===== src/rtl/cpu_pkg.sv =====
// Shared opcode constants and control-bundle layout for the decode stage.
package cpu_pkg;

  localparam logic [5:0] OP_RTYPE = 6'b000000;
  localparam logic [5:0] OP_ADDIU = 6'b001001;
  localparam logic [5:0] OP_ANDI  = 6'b001100;
  localparam logic [5:0] OP_ORI   = 6'b001101;
  localparam logic [5:0] OP_SLTI  = 6'b001010;
  localparam logic [5:0] OP_BEQ   = 6'b000100;
  localparam logic [5:0] OP_BNE   = 6'b000101;
  localparam logic [5:0] OP_LW    = 6'b100011;
  localparam logic [5:0] OP_SW    = 6'b101011;
  localparam logic [5:0] OP_J     = 6'b000010;
  localparam logic [5:0] OP_JAL   = 6'b000011;

  localparam logic [4:0] LINK_REG = 5'd31;

  typedef enum logic [2:0] {
    CLS_RTYPE,
    CLS_ALU_IMM,
    CLS_BRANCH,
    CLS_LOAD,
    CLS_STORE,
    CLS_JUMP,
    CLS_ILLEGAL
  } ins_class_e;

  typedef struct packed {
    logic jump;
    logic branch;
    logic mem_to_reg;
    logic sign_ext;
    logic reg_dest;
    logic mem_write;
    logic alu_src;
    logic reg_write;
    logic link;
    logic illegal;
  } ctrl_t;

  function automatic ins_class_e classify(input logic [5:0] op);
    ins_class_e cls;
    case (op)
      OP_RTYPE:                          cls = CLS_RTYPE;
      OP_ADDIU, OP_ANDI, OP_ORI, OP_SLTI: cls = CLS_ALU_IMM;
      OP_BEQ, OP_BNE:                    cls = CLS_BRANCH;
      OP_LW:                             cls = CLS_LOAD;
      OP_SW:                             cls = CLS_STORE;
      OP_J, OP_JAL:                      cls = CLS_JUMP;
      default:                           cls = CLS_ILLEGAL;
    endcase
    return cls;
  endfunction

endpackage


===== src/rtl/ctrl_table.sv =====
// Combinational opcode-to-control table: flags, shift amount, destination
// register and which source registers the instruction actually reads.
module ctrl_table
  import cpu_pkg::*;
(
  input  logic [5:0] op,
  input  logic [4:0] rt,
  input  logic [9:0] rd_shamt,
  output ctrl_t      ctrl,
  output logic [4:0] shamt,
  output logic [4:0] wr_addr,
  output logic       reads_rs,
  output logic       reads_rt
);

  ins_class_e cls;

  assign cls = classify(op);

  always_comb begin
    ctrl     = '0;
    shamt    = 5'd0;
    wr_addr  = 5'd0;
    reads_rs = 1'b1;
    reads_rt = 1'b0;
    case (cls)
      CLS_RTYPE: begin
        ctrl.reg_dest  = 1'b1;
        ctrl.reg_write = 1'b1;
        shamt          = rd_shamt[4:0];
        wr_addr        = rd_shamt[9:5];
        reads_rt       = 1'b1;
      end
      CLS_ALU_IMM: begin
        ctrl.alu_src   = 1'b1;
        ctrl.reg_write = 1'b1;
        ctrl.sign_ext  = (op == OP_ADDIU) || (op == OP_SLTI);
        wr_addr        = rt;
      end
      CLS_BRANCH: begin
        ctrl.branch   = 1'b1;
        ctrl.sign_ext = 1'b1;
        reads_rt      = 1'b1;
      end
      CLS_LOAD: begin
        ctrl.alu_src    = 1'b1;
        ctrl.sign_ext   = 1'b1;
        ctrl.reg_write  = 1'b1;
        ctrl.mem_to_reg = 1'b1;
        wr_addr         = rt;
      end
      CLS_STORE: begin
        ctrl.alu_src   = 1'b1;
        ctrl.sign_ext  = 1'b1;
        ctrl.mem_write = 1'b1;
        reads_rt       = 1'b1;
      end
      CLS_JUMP: begin
        ctrl.jump = 1'b1;
        reads_rs  = 1'b0;
        if (op == OP_JAL) begin
          ctrl.link      = 1'b1;
          ctrl.reg_write = 1'b1;
          wr_addr        = LINK_REG;
        end
      end
      default: begin
        ctrl.illegal = 1'b1;
      end
    endcase
  end

endmodule


===== src/rtl/decode_stage.sv =====
// Decode pipeline stage: registers the ctrl_table bundle behind a valid/ready
// handshake and inserts a single bubble on a load-use dependency.
module decode_stage
  import cpu_pkg::*;
#(
  parameter int XLEN      = 32,
  parameter int HAZARD_EN = 1
) (
  input  logic            clk,
  input  logic            rst,
  input  logic            in_valid,
  output logic            in_ready,
  input  logic [31:0]     ins_in,
  output logic            out_valid,
  input  logic            out_ready,
  output logic            jump,
  output logic            branch,
  output logic            mem_to_reg,
  output logic            sign_ext,
  output logic            reg_dest,
  output logic            mem_write,
  output logic            alu_src,
  output logic            reg_write,
  output logic            link,
  output logic            illegal,
  output logic            bubble,
  output logic [4:0]      shamt,
  output logic [4:0]      rs,
  output logic [4:0]      rt,
  output logic [4:0]      wr_addr,
  output logic [XLEN-1:0] imm
);

  ctrl_t           dec_ctrl;
  logic [4:0]      dec_shamt;
  logic [4:0]      dec_wr_addr;
  logic            dec_reads_rs;
  logic            dec_reads_rt;
  logic [4:0]      in_rs;
  logic [4:0]      in_rt;
  logic [XLEN-1:0] dec_imm;

  logic            out_valid_q, out_valid_d;
  ctrl_t           ctrl_q, ctrl_d;
  logic            bubble_q, bubble_d;
  logic [4:0]      shamt_q, shamt_d;
  logic [4:0]      rs_q, rs_d;
  logic [4:0]      rt_q, rt_d;
  logic [4:0]      wr_addr_q, wr_addr_d;
  logic [XLEN-1:0] imm_q, imm_d;

  logic            load;
  logic            hazard;

  assign in_rs = ins_in[25:21];
  assign in_rt = ins_in[20:16];

  ctrl_table u_ctrl_table (
    .op       (ins_in[31:26]),
    .rt       (in_rt),
    .rd_shamt (ins_in[15:6]),
    .ctrl     (dec_ctrl),
    .shamt    (dec_shamt),
    .wr_addr  (dec_wr_addr),
    .reads_rs (dec_reads_rs),
    .reads_rt (dec_reads_rt)
  );

  // Width-generic extension so XLEN=16 needs no zero-width replication.
  always_comb begin
    dec_imm       = {XLEN{dec_ctrl.sign_ext & ins_in[15]}};
    dec_imm[15:0] = ins_in[15:0];
  end

  // Hazard ignores in_valid so that in_ready never depends on in_valid.
  assign hazard = (HAZARD_EN != 0) && out_valid_q && ctrl_q.mem_to_reg &&
                  (wr_addr_q != 5'd0) &&
                  ((dec_reads_rs && (in_rs == wr_addr_q)) ||
                   (dec_reads_rt && (in_rt == wr_addr_q)));

  assign load     = !out_valid_q || out_ready;
  assign in_ready = !rst && load && !hazard;

  always_comb begin
    out_valid_d = out_valid_q;
    ctrl_d      = ctrl_q;
    bubble_d    = bubble_q;
    shamt_d     = shamt_q;
    rs_d        = rs_q;
    rt_d        = rt_q;
    wr_addr_d   = wr_addr_q;
    imm_d       = imm_q;
    if (load) begin
      out_valid_d = 1'b0;
      ctrl_d      = '0;
      bubble_d    = 1'b0;
      shamt_d     = 5'd0;
      rs_d        = 5'd0;
      rt_d        = 5'd0;
      wr_addr_d   = 5'd0;
      imm_d       = '0;
      if (in_valid && !hazard) begin
        out_valid_d = 1'b1;
        ctrl_d      = dec_ctrl;
        shamt_d     = dec_shamt;
        rs_d        = in_rs;
        rt_d        = in_rt;
        wr_addr_d   = dec_wr_addr;
        imm_d       = dec_imm;
      end else if (in_valid) begin
        out_valid_d = 1'b1;
        bubble_d    = 1'b1;
      end
    end
  end

  always_ff @(posedge clk) begin
    if (rst) begin
      out_valid_q <= 1'b0;
      ctrl_q      <= '0;
      bubble_q    <= 1'b0;
      shamt_q     <= 5'd0;
      rs_q        <= 5'd0;
      rt_q        <= 5'd0;
      wr_addr_q   <= 5'd0;
      imm_q       <= '0;
    end else begin
      out_valid_q <= out_valid_d;
      ctrl_q      <= ctrl_d;
      bubble_q    <= bubble_d;
      shamt_q     <= shamt_d;
      rs_q        <= rs_d;
      rt_q        <= rt_d;
      wr_addr_q   <= wr_addr_d;
      imm_q       <= imm_d;
    end
  end

  assign out_valid  = out_valid_q;
  assign jump       = ctrl_q.jump;
  assign branch     = ctrl_q.branch;
  assign mem_to_reg = ctrl_q.mem_to_reg;
  assign sign_ext   = ctrl_q.sign_ext;
  assign reg_dest   = ctrl_q.reg_dest;
  assign mem_write  = ctrl_q.mem_write;
  assign alu_src    = ctrl_q.alu_src;
  assign reg_write  = ctrl_q.reg_write;
  assign link       = ctrl_q.link;
  assign illegal    = ctrl_q.illegal;
  assign bubble     = bubble_q;
  assign shamt      = shamt_q;
  assign rs         = rs_q;
  assign rt         = rt_q;
  assign wr_addr    = wr_addr_q;
  assign imm        = imm_q;

endmodule


===== config.mk =====
export PLATFORM = sky130hd
export DESIGN_NAME = decode_stage
export DESIGN_NICKNAME = d
export VERILOG_FILES = /design/src/rtl/cpu_pkg.sv /design/src/rtl/ctrl_table.sv /design/src/rtl/decode_stage.sv
export SDC_FILE = /design/constraint.sdc
export NUM_CORES = 1
export LEC_CHECK = 0
export ABC_CLOCK_PERIOD_IN_PS = 2650
export CAP_MARGIN = 20
export CORE_MARGIN = 2
export CORE_UTILIZATION = 36
export DETAILED_ROUTE_END_ITERATION = 12
export PLACE_DENSITY = 0.72
export SYNTH_ARGS = -nofsm -noshare
export SYNTH_HDL_FRONTEND = slang
export SYNTH_SLANG_ARGS = --single-unit

===== constraint.sdc =====
create_clock -name clk -period 2.65 [get_ports clk]
set_input_delay 0.795 -clock clk [delete_from_list [all_inputs] [get_ports clk]]
set_output_delay 0.795 -clock clk [all_outputs]
set_load 0.1 [all_outputs]

==> impl_metrics.prom, run 1 <==
# TYPE chip_impl_metric gauge
chip_impl_info{name="run_status",value="finished, violations left"} 1
chip_impl_info{name="failing_checks",value="setup timing"} 1
chip_impl_metric{name="maximum_number_of_pins_on_one_net_before_global_route_repair",unit=""} 26
chip_impl_metric{name="grt.total_usage",unit=""} 0.203
chip_impl_metric{name="residual_drc",unit=""} 0
chip_impl_metric{name="layout.area.seq",unit="µm²"} 985
chip_impl_metric{name="maxSlewViolCount",unit=""} 0
chip_impl_metric{name="io_pins",unit=""} 101
chip_impl_metric{name="finalInstanceArea",unit="µm²"} 3560
chip_impl_metric{name="first_pass_iters",unit=""} 4
chip_impl_metric{name="fin_crit_sh",unit=""} 1.05
chip_impl_metric{name="dpl.hpwl",unit="mm"} 4.50
chip_impl_metric{name="path_max_fanout",unit=""} 2
chip_impl_metric{name="floorplan.die.width",unit="µm"} 79.9
chip_impl_info{name="ys.flop_type",value="sky130_fd_sc_hd__dfxtp_1"} 1
chip_impl_metric{name="core_region_area",unit="µm²"} 5540
chip_impl_metric{name="p_leak",unit="nW"} 1.57
chip_impl_info{name="critical_path.startpoint_type",value="input pin"} 1
chip_impl_metric{name="placed_cell_area",unit="µm²"} 3260
chip_impl_metric{name="insertedDiodeCount",unit=""} 0
chip_impl_metric{name="final_antenna_net_count",unit=""} 0
chip_impl_metric{name="final_cells",unit=""} 399
chip_impl_metric{name="clock_latency",unit="ns"} 0.30
chip_impl_info{name="min-delay-path-class",value="flop to flop"} 1
chip_impl_metric{name="num_vias",unit=""} 2031
chip_impl_metric{name="detail_route.iter0.violations",unit=""} 89
chip_impl_metric{name="syn-mean-instance-area",unit="µm²"} 9.87
chip_impl_info{name="whs_endpoint",value="shamt[1]"} 1
chip_impl_metric{name="timing.hold.ws",unit="ns"} 0.465
chip_impl_metric{name="asyncSetResetFlopFracSynth",unit=""} 0
chip_impl_metric{name="crit_arrival",unit="ns"} 1.98
chip_impl_metric{name="vias_cell",unit=""} 5.09
chip_impl_info{name="cts-root-buf",value="sky130_fd_sc_hd__clkbuf_8"} 1
chip_impl_metric{name="post-route-worst-setup-slack",unit="ns"} -0.130
chip_impl_metric{name="worst_ir_drop_vdd",unit="µV"} 282
chip_impl_metric{name="total_number_of_h_tree_levels",unit=""} 2
chip_impl_metric{name="postSynthRegisterBits",unit=""} 49
chip_impl_metric{name="wl_per_cell",unit="µm"} 16.1
chip_impl_metric{name="worstRegToRegCells",unit=""} 9
chip_impl_metric{name="setup_tns_after_final_layout",unit="ns"} -0.130
chip_impl_metric{name="grt_pass1_vias",unit=""} 1951
chip_impl_info{name="worst_r2r_endpoint",value="rt[2]"} 1
chip_impl_metric{name="area.growth.synth_to_final",unit="%"} 72.0
chip_impl_info{name="crit_path_end_kind",value="output port"} 1
chip_impl_metric{name="floorplan.rows",unit=""} 27
chip_impl_metric{name="port_buffers",unit=""} 100
chip_impl_metric{name="clk_pin_slew_worst_paths",unit="ns"} 0.08
chip_impl_metric{name="cp_num_buf_inv",unit=""} 3
chip_impl_info{name="crit-reg2reg-launch",value="wr_addr[4]"} 1
chip_impl_info{name="layout.cells.most_common",value="sky130_fd_sc_hd__buf_4"} 1
chip_impl_metric{name="fill_cells",unit=""} 456
chip_impl_metric{name="netlist-cell-type-count",unit=""} 34
chip_impl_metric{name="report.final.setup_viol",unit=""} 1
chip_impl_metric{name="min_delay_path_depth",unit=""} 2
chip_impl_metric{name="synth-seq-area-share",unit=""} 0.473
chip_impl_info{name="hold_path_startpoint",value="shamt[1]"} 1
chip_impl_metric{name="last_weighted_congestion_value_of_the_routability_driven_placer",unit=""} 0.820
chip_impl_info{name="tritoncts",value="built"} 1
chip_impl_metric{name="largest_register_ffs",unit=""} 17
chip_impl_metric{name="final_nets",unit=""} 362
chip_impl_info{name="unrepaired_setup_endpoints_after_global_routing",value="yes"} 1
chip_impl_info{name="worstPathCellList",value="dlygate4sd2_1, xor2_1, nor3_2, buf_4, nand3_4, nand2_4, nor3_4, buf_12"} 1
chip_impl_metric{name="critPathRequiredTime",unit="ns"} 1.86
chip_impl_metric{name="synth_nets",unit=""} 246
chip_impl_metric{name="final.setup_skew",unit="ns"} 0.00707
chip_impl_metric{name="tritoncts_num_sinks",unit=""} 49
chip_impl_info{name="most_frequent_cells_in_the_layout",value="sky130_fd_sc_hd__buf_4, sky130_fd_sc_hd__dfxtp_1, sky130_fd_sc_hd__a22o_1, sky130_fd_sc_hd__nand2_1, sky130_fd_sc_hd__clkdlybuf4s50_1"} 1
chip_impl_metric{name="final_wirelength",unit="mm"} 6.43
chip_impl_metric{name="placed_cells",unit=""} 378
chip_impl_metric{name="timing.slew.headroom",unit=""} 0.692
chip_impl_metric{name="max_freq",unit="MHz"} 360
chip_impl_metric{name="clk_path_buf_depth",unit=""} 2
chip_impl_info{name="synth.largest_area_cell",value="sky130_fd_sc_hd__dfxtp_1"} 1
chip_impl_info{name="crit_path_top_delay_cell",value="sky130_fd_sc_hd__dlygate4sd2_1"} 1
chip_impl_metric{name="post_route_minimum_period",unit="ns"} 2.78
chip_impl_metric{name="synth_top_area_share",unit=""} 0.473
chip_impl_metric{name="count_of_warnings_emitted_by_yosys",unit=""} 0
chip_impl_metric{name="synth_enable_flop_cells",unit=""} 0
chip_impl_metric{name="final-hold-violation-count",unit=""} 0
chip_impl_metric{name="syn_inst",unit=""} 210
chip_impl_info{name="timing.setup.critical_path_class",value="input pin to output port"} 1
chip_impl_metric{name="chipHeight",unit="µm"} 79.9
chip_impl_metric{name="initial_utilization",unit=""} 0.374
chip_impl_metric{name="grt.overflow.total",unit=""} 0
chip_impl_info{name="critical_path.top_delay_family",value="buffers and inverters"} 1
chip_impl_metric{name="power-per-cell-area",unit="nW/µm²"} 493
chip_impl_metric{name="combined_area_of_the_multi_input_logic_cells",unit="µm²"} 1030
chip_impl_metric{name="stage_delay_of_the_slowest_cell_on_the_critical_path",unit="ns"} 0.26
chip_impl_metric{name="worstMarginPinSlew",unit="ns"} 0.466
chip_impl_metric{name="design.die.area",unit="µm²"} 6380
chip_impl_metric{name="grt_first_pass_wirelength",unit="mm"} 10.1
chip_impl_metric{name="maxCapViolations",unit=""} 0
chip_impl_metric{name="antenna_found_initial",unit=""} 0
chip_impl_metric{name="timing.reg2reg.setup_slack",unit="ns"} 0.49
chip_impl_info{name="synth.area.top_cells",value="sky130_fd_sc_hd__dfxtp_1, sky130_fd_sc_hd__a22o_1, sky130_fd_sc_hd__buf_4"} 1
chip_impl_metric{name="synthesis.area",unit="µm²"} 2070
chip_impl_metric{name="final_layout_size_suffix_gt1_frac",unit=""} 0.453
chip_impl_metric{name="cts_made_buffers",unit=""} 5
-- what timing repair did --
action / in CTS / in global routing
setup endpoints to repair: 1 / 6
gates cloned: 0 / 0
gates resized for setup: 52 / 24
hold buffers: 0 / 0
pin swaps: 11 / 13
setup buffers: 14 / 0
-- layout make-up --
| cell class | count | share of cell area |
|---|---|---|
| repair buffers | 140 | 0.376 |
| inverters | 1 | 0.00105 |
| flip-flops and latches | 49 | 0.276 |
| multi-input cells | 129 | 0.289 |
| well taps | 72 | 0.0253 |
| clock inverters | 1 | 0.00842 |
| clock buffers | 7 | 0.0242 |
-- per-layer routing --
metal | up-vias | wire, µm | track usage
li1 | 986 | - | -
met1 | 950 | 2830 | 0.267
met2 | 86 | 2970 | 0.324
met3 | 9 | 549 | 0.0611
met4 | 0 | 77 | 0.0559
met5 | - | 0 | 0
-- stage by stage --
step | worst slack, ns | power (W) | utilization
after detailed placement | -0.702 | 0.00121 | 0.589
after floorplan | -0.525 | 0.00107 | -
final | -0.130 | 0.00176 | 0.643
after CTS | -0.181 | 0.00177 | 0.637
after global routing | -0.153 | 0.00182 | 0.643
after global placement | -0.699 | 0.00120 | 0.589
-- report_power, final --
group	internal [W]	switching [W]
registers	0.000759	0.0000145
clock network	0.000308	0.000241
logic	0.000147	0.000288
-- kinds of logic (layout without fill, tap and decap cells) --
kind of cell,Yosys count,after routing,share of synthesized area
buffers and inverters,32,149,0.101
AOI/OAI and AO/OA,63,63,0.248
and+or+nand+nor,55,55,0.132
DFF,49,49,0.473
xor gates and xnor gates,11,11,0.0465
-- cell usage after synthesis, types with 3 or more instances --
cell type                  number
sky130_fd_sc_hd__a221o_1        5
sky130_fd_sc_hd__buf_4         16
sky130_fd_sc_hd__nor3_1         4
sky130_fd_sc_hd__dfxtp_1       49
sky130_fd_sc_hd__a32o_1         3
sky130_fd_sc_hd__buf_6          3
sky130_fd_sc_hd__nor2b_1        3
sky130_fd_sc_hd__o21ai_0        7
sky130_fd_sc_hd__clkbuf_1       6
sky130_fd_sc_hd__nand2_1       21
sky130_fd_sc_hd__nor4_1         3
sky130_fd_sc_hd__o21ai_1        5
sky130_fd_sc_hd__buf_2          5
sky130_fd_sc_hd__a22o_1        34
sky130_fd_sc_hd__nand3_1        4
sky130_fd_sc_hd__xor2_1        10
sky130_fd_sc_hd__nor2_1        11
-- worst reg2reg max path, delay by kind of cell (launching register included) --
| kind | cells | cell delay [ns] |
|---|---|---|
| buf+inv | 4 | 0.68 |
| simple gates | 2 | 0.52 |
| compound gates | 2 | 0.36 |
| flops | 1 | 0.33 |
| xor+xnor | 1 | 0.18 |
-- worst max path at each step --
stage / from / endpoint / cells after the start
global route: ins_in[20] / in_ready / 8
detailed placement: ins_in[17] / in_ready / 8
floorplan: ins_in[29] / in_ready / 6
global placement: ins_in[17] / in_ready / 8
CTS: wr_addr[4] / in_ready / 6
finish: ins_in[24] / in_ready / 8
(Power assumes the default switching activity.)
==> run 2, diff against run 1 <==
- CORE_MARGIN: 2 -> unset
==> impl_metrics.prom, run 2 (same netlist as run 1, synthesis figures left out) <==
# TYPE chip_impl_metric gauge
chip_impl_metric{name="path_max_fanout",unit=""} 3
chip_impl_metric{name="maxCapViolations",unit=""} 0
chip_impl_info{name="min-delay-path-class",value="flop to flop"} 1
chip_impl_metric{name="power-per-cell-area",unit="nW/µm²"} 474
chip_impl_info{name="worstSetupStartpoint",value="ins_in[16]"} 1
chip_impl_metric{name="floorplan.die.width",unit="µm"} 77.9
chip_impl_metric{name="last_weighted_congestion_value_of_the_routability_driven_placer",unit=""} 0.848
chip_impl_info{name="unrepaired_setup_endpoints_after_global_routing",value="yes"} 1
chip_impl_metric{name="min_delay_path_depth",unit=""} 2
chip_impl_metric{name="final_antenna_net_count",unit=""} 0
chip_impl_metric{name="worstMarginPinSlew",unit="ns"} 0.465
chip_impl_metric{name="num_vias",unit=""} 2036
chip_impl_metric{name="chipHeight",unit="µm"} 77.9
chip_impl_metric{name="grt.total_usage",unit=""} 0.198
chip_impl_metric{name="final_wirelength",unit="mm"} 6.50
chip_impl_metric{name="cts_made_buffers",unit=""} 5
chip_impl_metric{name="floorplan.rows",unit=""} 27
chip_impl_metric{name="grt.overflow.total",unit=""} 0
chip_impl_metric{name="final_nets",unit=""} 364
chip_impl_info{name="timing.setup.critical_path_class",value="input pin to output port"} 1
chip_impl_metric{name="final-hold-violation-count",unit=""} 0
chip_impl_info{name="layout.cells.most_common",value="sky130_fd_sc_hd__buf_4"} 1
chip_impl_metric{name="total_number_of_h_tree_levels",unit=""} 2
chip_impl_metric{name="placed_cells",unit=""} 380
chip_impl_info{name="hold_path_startpoint",value="shamt[0]"} 1
chip_impl_metric{name="worstRegToRegCells",unit=""} 13
chip_impl_metric{name="dpl.hpwl",unit="mm"} 4.29
chip_impl_metric{name="tritoncts_num_sinks",unit=""} 49
chip_impl_metric{name="finish.utilization",unit=""} 0.641
chip_impl_metric{name="clock_latency",unit="ns"} 0.30
chip_impl_metric{name="antenna_found_initial",unit=""} 0
chip_impl_metric{name="clk_path_buf_depth",unit=""} 2
chip_impl_metric{name="max_freq",unit="MHz"} 360
chip_impl_metric{name="report.final.setup_viol",unit=""} 26
chip_impl_metric{name="dpl_worst_slack",unit="ns"} -0.564
chip_impl_metric{name="maximum_number_of_pins_on_one_net_before_global_route_repair",unit=""} 36
chip_impl_metric{name="critPathRequiredTime",unit="ns"} 1.86
chip_impl_metric{name="wl_per_cell",unit="µm"} 16.2
chip_impl_info{name="failing_checks",value="setup timing"} 1
chip_impl_metric{name="insertedDiodeCount",unit=""} 0
chip_impl_info{name="cts-root-buf",value="sky130_fd_sc_hd__clkbuf_8"} 1
chip_impl_metric{name="detail_route.iter0.violations",unit=""} 114
chip_impl_info{name="crit-reg2reg-launch",value="wr_addr[2]"} 1
chip_impl_metric{name="setup_tns_after_final_layout",unit="ns"} -0.743
chip_impl_metric{name="clk_pin_slew_worst_paths",unit="ns"} 0.09
chip_impl_metric{name="timing.slew.headroom",unit=""} 0.692
chip_impl_metric{name="holdBufCountCts",unit=""} 0
chip_impl_metric{name="grt_pass1_vias",unit=""} 1857
chip_impl_metric{name="grt_first_pass_wirelength",unit="mm"} 9.54
chip_impl_metric{name="worst_ir_drop_vdd",unit="µV"} 273
chip_impl_metric{name="maxSlewViolCount",unit=""} 0
chip_impl_metric{name="largest_register_ffs",unit=""} 17
chip_impl_metric{name="vias_cell",unit=""} 5.08
chip_impl_metric{name="crit_arrival",unit="ns"} 1.98
chip_impl_info{name="most_frequent_cells_in_the_layout",value="sky130_fd_sc_hd__buf_4, sky130_fd_sc_hd__dfxtp_1, sky130_fd_sc_hd__a22o_1, sky130_fd_sc_hd__nand2_1, sky130_fd_sc_hd__clkdlybuf4s50_1"} 1
chip_impl_metric{name="io_pins",unit=""} 101
chip_impl_metric{name="area.growth.synth_to_final",unit="%"} 71.5
chip_impl_metric{name="initial_utilization",unit=""} 0.374
chip_impl_metric{name="core_region_area",unit="µm²"} 5540
chip_impl_info{name="tritoncts",value="built"} 1
chip_impl_metric{name="final_layout_size_suffix_gt1_frac",unit=""} 0.450
chip_impl_metric{name="post-route-worst-setup-slack",unit="ns"} -0.127
chip_impl_metric{name="final.setup_skew",unit="ns"} 0.0136
chip_impl_metric{name="post_route_minimum_period",unit="ns"} 2.78
chip_impl_metric{name="first_pass_iters",unit=""} 4
chip_impl_metric{name="timing.hold.ws",unit="ns"} 0.453
chip_impl_metric{name="port_buffers",unit=""} 100
chip_impl_metric{name="design.die.area",unit="µm²"} 6060
chip_impl_metric{name="residual_drc",unit=""} 0
chip_impl_info{name="crit_path_end_kind",value="output port"} 1
chip_impl_metric{name="p_leak",unit="nW"} 1.60
chip_impl_info{name="critical_path.startpoint_type",value="input pin"} 1
chip_impl_info{name="run_status",value="finished, violations left"} 1
chip_impl_metric{name="fin_crit_sh",unit=""} 1.05
chip_impl_metric{name="final_cells",unit=""} 401
[run 2: final cells by class]
class | count | area, µm²
fill | 476 | 1990
tap | 72 | 90.1
timing repair buffer | 142 | 1400
sequential | 49 | 985
inverter | 1 | 3.75
multi-input combinational | 129 | 982
clock inverter | 2 | 13.8
clock buffer | 6 | 82.6
[run 2: critical path, stage by stage]
cell                        delay [ns]
sky130_fd_sc_hd__buf_2            0.12
sky130_fd_sc_hd__xor2_1           0.14
sky130_fd_sc_hd__nor4_1           0.28
sky130_fd_sc_hd__buf_4            0.17
sky130_fd_sc_hd__o2111ai_4        0.13
sky130_fd_sc_hd__nand2_2          0.12
sky130_fd_sc_hd__nor3_4           0.05
sky130_fd_sc_hd__buf_12           0.17
[run 2: where the power goes]
group          switching, W  internal [W]  leakage (nW)
Clock              0.000253      0.000212        0.0512
Combinational      0.000291      0.000155          1.15
Sequential        0.0000136      0.000759         0.401
Total              0.000558       0.00113          1.60
[run 2: per-stage QoR]
step | total power, W | cell area, µm²
detailed placement | 0.00121 | 3280
global route | 0.00175 | 3550
floorplan | 0.00107 | 2120
CTS | 0.00167 | 3450
global placement | 0.00121 | 3280
finish | 0.00168 | 3550
[run 2: routing by layer]
metal,share of wire,global-route usage,vias up
met5,0,0,-
met4,0.015,0.0566,0
met3,0.063,0.0388,8
met2,0.46,0.304,78
met1,0.47,0.279,963
li1,-,-,987
[run 2: final timing paths]
path	to	slack, ns
setup / recovery	in_ready	-0.13
hold / removal	shamt[0]	0.45
setup reg to reg	imm[30]	0.08
hold reg to reg	shamt[0]	0.45
[run 2: repair_timing]
item                                   4_1_cts  5_1_grt
setup endpoints to repair                    1       35
resized for setup                           49       26
cloned                                       0        5
pin swaps                                   13       32
buffers inserted                             8        0
endpoints found under the hold margin        0        0
